===== src/rtl/button_conditioner_pkg.sv =====
// Purpose : shared types and helpers for the push-button conditioner.
// Latency : n/a (types only).
// Backpressure: n/a.
package btn_pkg;

    // Debounce FSM states. PRESS_WAIT/RELEASE_WAIT are the counting states
    // where an edge is being qualified but not yet accepted.
    typedef enum logic [1:0] {
        IDLE         = 2'd0,
        PRESS_WAIT   = 2'd1,
        HELD         = 2'd2,
        RELEASE_WAIT = 2'd3
    } btn_state_t;

    // Counter width able to hold 0..max_val, never narrower than one bit.
    function automatic int cnt_width(input int max_val);
        return (max_val < 1) ? 1 : $clog2(max_val + 1);
    endfunction

endpackage


===== src/rtl/button_conditioner_sync.sv =====
// Purpose : plain async-reset flop chain bringing an asynchronous input into clk.
// Latency : STAGES clk cycles, ungated.
// Backpressure: none.
// Ports   : clk, rst (async active-high), d_i (async input), q_o (synchronised).
module sync_ff #(
    parameter int STAGES = 2
) (
    input  logic clk,
    input  logic rst,
    input  logic d_i,
    output logic q_o
);

    logic [STAGES-1:0] sync_q;

    always_ff @(posedge clk or posedge rst) begin
        if (rst) begin
            sync_q <= '0;
        end else begin
            sync_q <= {sync_q[STAGES-2:0], d_i};
        end
    end

    assign q_o = sync_q[STAGES-1];

endmodule


===== src/rtl/button_conditioner.sv =====
// Purpose : synchronise + debounce one push-button; clean level and press/release/long-press pulses.
// Latency : press/level after SYNC_STAGES+DEBOUNCE_TICKS ticks; release symmetric.
// Backpressure: none; pulses are single-cycle and fire-and-forget.
// Ports   : clk, rst (async active-high), tick_en (sample strobe), pb (raw pad),
//           level (debounced state), press / release_p / long_press (1-clk pulses).
module button_conditioner
    import btn_pkg::*;
#(
    parameter int SYNC_STAGES    = 2,
    parameter int DEBOUNCE_TICKS = 4,
    parameter int LONG_TICKS     = 50
) (
    input  logic clk,
    input  logic rst,
    input  logic tick_en,
    input  logic pb,
    output logic level,
    output logic press,
    output logic release_p,
    output logic long_press
);

    localparam int CW = cnt_width(DEBOUNCE_TICKS);
    localparam int HW = cnt_width(LONG_TICKS);

    // Counting states compare against the value *before* the final increment,
    // so the accepting tick is the DEBOUNCE_TICKS-th consecutive equal sample.
    localparam logic [CW-1:0] DEB_LAST  = CW'(DEBOUNCE_TICKS - 1);
    localparam logic [HW-1:0] LONG_LAST = HW'(LONG_TICKS - 1);
    localparam logic [HW-1:0] LONG_MAX  = HW'(LONG_TICKS);
    localparam bit            DEB_ONE   = (DEBOUNCE_TICKS == 1);

    if (SYNC_STAGES < 2) begin : g_chk_sync
        $error("button_conditioner: SYNC_STAGES must be >= 2");
    end
    if (DEBOUNCE_TICKS < 1) begin : g_chk_deb
        $error("button_conditioner: DEBOUNCE_TICKS must be >= 1");
    end
    if (LONG_TICKS < 1) begin : g_chk_long
        $error("button_conditioner: LONG_TICKS must be >= 1");
    end

    logic       pb_s;
    btn_state_t state_q;
    logic [CW-1:0] cnt_q;
    logic [HW-1:0] hcnt_q;
    logic       long_done_q;
    logic       level_q;
    logic       press_q;
    logic       release_q;
    logic       long_press_q;

    sync_ff #(
        .STAGES (SYNC_STAGES)
    ) u_sync (
        .clk (clk),
        .rst (rst),
        .d_i (pb),
        .q_o (pb_s)
    );

    always_ff @(posedge clk or posedge rst) begin
        if (rst) begin
            state_q      <= IDLE;
            cnt_q        <= '0;
            hcnt_q       <= '0;
            long_done_q  <= 1'b0;
            level_q      <= 1'b0;
            press_q      <= 1'b0;
            release_q    <= 1'b0;
            long_press_q <= 1'b0;
        end else begin
            // Pulses default low so each is exactly one clk wide.
            press_q      <= 1'b0;
            release_q    <= 1'b0;
            long_press_q <= 1'b0;

            if (tick_en) begin
                case (state_q)
                    IDLE: begin
                        if (pb_s) begin
                            if (DEB_ONE) begin
                                state_q <= HELD;
                                level_q <= 1'b1;
                                press_q <= 1'b1;
                                hcnt_q  <= '0;
                                cnt_q   <= '0;
                            end else begin
                                state_q <= PRESS_WAIT;
                                cnt_q   <= CW'(1);
                            end
                        end
                    end

                    PRESS_WAIT: begin
                        if (pb_s) begin
                            if (cnt_q == DEB_LAST) begin
                                state_q <= HELD;
                                level_q <= 1'b1;
                                press_q <= 1'b1;
                                hcnt_q  <= '0;
                                cnt_q   <= '0;
                            end else begin
                                cnt_q <= cnt_q + 1'b1;
                            end
                        end else begin
                            state_q <= IDLE;
                            cnt_q   <= '0;
                        end
                    end

                    HELD: begin
                        if (pb_s) begin
                            if (hcnt_q != LONG_MAX) begin
                                hcnt_q <= hcnt_q + 1'b1;
                            end
                            // Fires on the tick that takes hcnt to LONG_TICKS; hcnt
                            // starts at 0 on press, so this is never the press cycle.
                            if (hcnt_q == LONG_LAST && !long_done_q) begin
                                long_press_q <= 1'b1;
                                long_done_q  <= 1'b1;
                            end
                        end else if (DEB_ONE) begin
                            state_q     <= IDLE;
                            level_q     <= 1'b0;
                            release_q   <= 1'b1;
                            long_done_q <= 1'b0;
                        end else begin
                            // hcnt is left frozen so a bounce does not restart long-press timing.
                            state_q <= RELEASE_WAIT;
                            cnt_q   <= CW'(1);
                        end
                    end

                    RELEASE_WAIT: begin
                        if (!pb_s) begin
                            if (cnt_q == DEB_LAST) begin
                                state_q     <= IDLE;
                                level_q     <= 1'b0;
                                release_q   <= 1'b1;
                                long_done_q <= 1'b0;
                                cnt_q       <= '0;
                            end else begin
                                cnt_q <= cnt_q + 1'b1;
                            end
                        end else begin
                            // Bounce absorbed: back to HELD without a new press.
                            state_q <= HELD;
                            cnt_q   <= '0;
                        end
                    end

                    default: begin
                        state_q <= IDLE;
                        cnt_q   <= '0;
                    end
                endcase
            end
        end
    end

    assign level      = level_q;
    assign press      = press_q;
    assign release_p  = release_q;
    assign long_press = long_press_q;

endmodule


===== config.mk =====
export PLATFORM = sky130hd
export DESIGN_NAME = button_conditioner
export DESIGN_NICKNAME = d
export VERILOG_FILES = /design/src/rtl/button_conditioner_pkg.sv /design/src/rtl/button_conditioner_sync.sv /design/src/rtl/button_conditioner.sv
export SDC_FILE = /design/constraint.sdc
export NUM_CORES = 1
export LEC_CHECK = 0
export ABC_CLOCK_PERIOD_IN_PS = 1850
export CORE_MARGIN = 4
export CORE_UTILIZATION = 35
export DETAILED_ROUTE_END_ITERATION = 10
export HOLD_SLACK_MARGIN = 0.08
export PLACE_DENSITY = 0.51
export REMOVE_ABC_BUFFERS = 1
export SYNTH_ARGS = -nofsm -noshare
export SYNTH_HDL_FRONTEND = slang
export SYNTH_SLANG_ARGS = --single-unit

===== constraint.sdc =====
create_clock -name clk -period 1.85 [get_ports clk]
set_input_delay 0.185 -clock clk [delete_from_list [all_inputs] [get_ports clk]]
set_output_delay 0.185 -clock clk [all_outputs]
set_load 0.01 [all_outputs]

==> results.md <==
* Pwr dens at 1194 nW/um^2
* Synth Flop Type: dfrtp_1
* GRT overflow at 0
* Site row count at 19
* CP peak stage delay at 500 ps
* Worst-Margin Slew at 301.1 ps
* First-pass detailed-route iteration total at 4
* Layer with the highest usage: met2
* Seq cells post-synth at 18
* Met1 Resource Use GR at 16.11%
* Initial core utilization at 36.57%
* Most frequent cell after synthesis: dfrtp_1
* Clock sink count at 18
* Cts hold-fix bufs at 0
* Yosys top cell area share at 44.67%
* Final non-filler cell total at 150
* Avg WL per Cell at 13.57 um
* Max_slew headroom at 79.93%
* Status: finished, final reports clean
* Drt drc at 0
* Maximum vdd drop at 0.7244 mV
* Nets@finish at 132
* Fin worst setup slack at 80.34 ps
* CTS Buf Count at 3
* CTS tree: built
* M2 GR Usage at 20.18%
* Post-synth cell types at 35
* Share of layout cells above drive strength 1 at 22.69%
* Layout area overhead at 22.71%
* Setup Skew at 7.567 ps
* Initial antenna violation count at 0
* Die H at 61.68 um
* First-pass GRT wire length at 3.581 mm
* Post-Synth Simple-Gate Area at 23.95%
* Commonest cells post-synth: dfrtp_1 (18), nand2_1 (10), nand3_1 (10), ha_1 (8), inv_1 (5)
* Max_cap viols at 0
* F_max at 565.1 MHz
* Clock Tree Buf Depth at 2
* Final ANT Viol Nets at 0
* Mapped Cells at 98
* Die X at 61.68 um
* Share of flip-flops with an asynchronous set or reset at 100.0%
* Core area at 2758 um^2
* Reg2reg setup slack at 80 ps
* Fillers at 266
* Largest family of logic cells by synthesized area: simple AND/OR/NAND/NOR gates
* RSZ-0062 raised after global routing: true
* Via count at 822
* Synth warn at 0
* Sequential area share after synthesis at 44.67%
* Critical path's slowest cell: or4b_4
* Post-Syn Area at 1008 um^2
* Antenna Cells at 0
* Mean area per synthesized cell at 10.29 um^2
* CP Max Fanout at 5
* Hold Crit Class: input port to asynchronous set/reset pin
* Mux contribution to synthesized area at 4.218%
* Delay-heaviest family, CP: simple AND/OR/NAND/NOR gates
* Final Hold Vio Count at 0
* Met3 Track Usage GR at 4.193%
* Yosys top cell by area: dfrtp_1
* Largest net degree at the start of global routing at 19
* Worst Path Buf+Inv at 1
* Detailed Route Iter0 Violations at 19
* Total Routed Length at 2.035 mm
* Via density at 5.480
* Detailed Place HPWL at 1.517 mm
* I/O Buffers at 7
* Tot GR Track Use at 12.59%
* Endpoint class of the critical path: register
* Adder-cell share of the synthesized area at 9.926%
* WS Path Type: register to register
* Leakage at 0.0005758 uW
* Die area at 3804 um^2
* Setup_tns at 0 ps
* Total power at 1478 uW
* Clk Tree Root Cell: clkbuf_4
* Clk_lat worst skew at 300 ps
* Final setup vio count at 0
* Crit-path cells: inv_2 -> ha_2 -> nand2_1 -> or4b_4 -> a21boi_4 -> a211o_1
* Pre-CTS setup slack at 9.991 ps
* Inst Count DP at 144
* Io pins at 8
* Slew Viols, Final at 0
* GPL Wtd Cong at 0.7364
* Xor/xnor share of the synthesized area at 0%
* Synth Area in Compound Gates at 13.77%
* Crit path DAT at 1970 ps
* Final Cycle Share at 95.66%
* Worst path required time at 2050 ps
* Clock-pin slew of the registers on the worst-case setup and hold paths at 110 ps
* EDFF count, synth at 0
* Fin crit period at 1770 ps
* H-tree depth at 1
* Vias in the first global route at 803
* Top post-synthesis cells by area: dfrtp_1 (45%), ha_1 (9.9%), nand3_1 (5.0%)
* Hold slack at 184.1 ps
* Startpoint class of the critical path: register
-- worst reg2reg max path, cell delays in order, from the launching register on --
cell	delay, ps
dfrtp_1	410
inv_2	70
ha_2	200
nand2_1	70
or4b_4	500
a21boi_4	170
a211o_1	250
-- metrics by stage --
stage               area (um^2)  util, %
global placement           1184    42.92
CTS                        1227    44.51
floorplan                 992.2        -
detailed placement         1184    42.92
global route               1237    44.87
finish                     1237    44.87
-- power breakdown --
part           total, uW  internal, uW  switching (uW)
sequential           516           460            56.6
clock                247           120             127
combinational        715           349             365
-- per-layer routing --
| layer | up-vias | share of wire (%) |
|---|---|---|
| li1 | 391 | - |
| met1 | 399 | 46 |
| met2 | 28 | 46 |
| met3 | 4 | 6.0 |
| met4 | 0 | 1.8 |
| met5 | - | 0 |
-- cell families (layout without fill, tap and decap cells) --
| group | Yosys count | count (layout) |
|---|---|---|
| fa+ha+maj | 8 | 8 |
| mux | 4 | 4 |
| buf+inv | 8 | 29 |
| simple gates | 42 | 42 |
| flops | 18 | 18 |
| compound gates | 18 | 18 |
-- flip-flops by register name, indices dropped and copies added (netlist names), named ones only --
signal / cells
hcnt_q: 6
cnt_q: 3
u_sync.sync_q: 2
level: 1
long_done_q: 1
long_press: 1
press: 1
release_p: 1
state_q: 1
-- cell type report --
cell class                 count  area, um^2  area share [%]
multi-input combinational     72       525.5           42.47
sequential                    18       450.4           36.40
timing repair buffer          20       167.7           13.55
tap                           31       38.79           3.134
inverter                       5       18.77           1.517
clock buffer                   4       36.28           2.932
-- cells in the final DEF, fill, tap and decap left out, types with 2 or more instances in the layout --
master / instances
inv_1: 3
o21ai_0: 3
dfrtp_1: 18
inv_2: 2
a41oi_1: 2
mux2i_1: 2
nor2b_1: 2
mux2_2: 2
clkdlybuf4s50_1: 7
nand2_1: 10
buf_4: 13
clkbuf_4: 3
nor2_1: 4
nor3b_1: 2
ha_1: 7
a21oi_1: 2
and3_1: 2
nand3_1: 10
a31oi_1: 3
nand2b_1: 4
-- repair_timing --
| action | CTS | global route |
|---|---|---|
| setup buffers | 1 | 1 |
| resized for setup | 0 | 3 |
| setup endpoints to repair | 1 | 5 |
| pin swaps | 0 | 1 |
-- worst paths after layout --
kind / startpoint / end / depth (start not counted)
max in group asynchronous: rst / state_q[0]$_DFFE_PP0P_ / 3
hold / removal: rst / press$_DFF_PP0_ / 3
setup reg to reg: state_q[0]$_DFFE_PP0P_ / hcnt_q[2]$_DFFE_PP0P_ / 6
min in group clk: pb / u_sync.sync_q[0]$_DFF_PP0_ / 1
hold reg to reg: u_sync.sync_q[0]$_DFF_PP0_ / u_sync.sync_q[1]$_DFF_PP0_ / 0
setup / recovery: state_q[0]$_DFFE_PP0P_ / hcnt_q[2]$_DFFE_PP0P_ / 6
(Power assumes the default switching activity.)
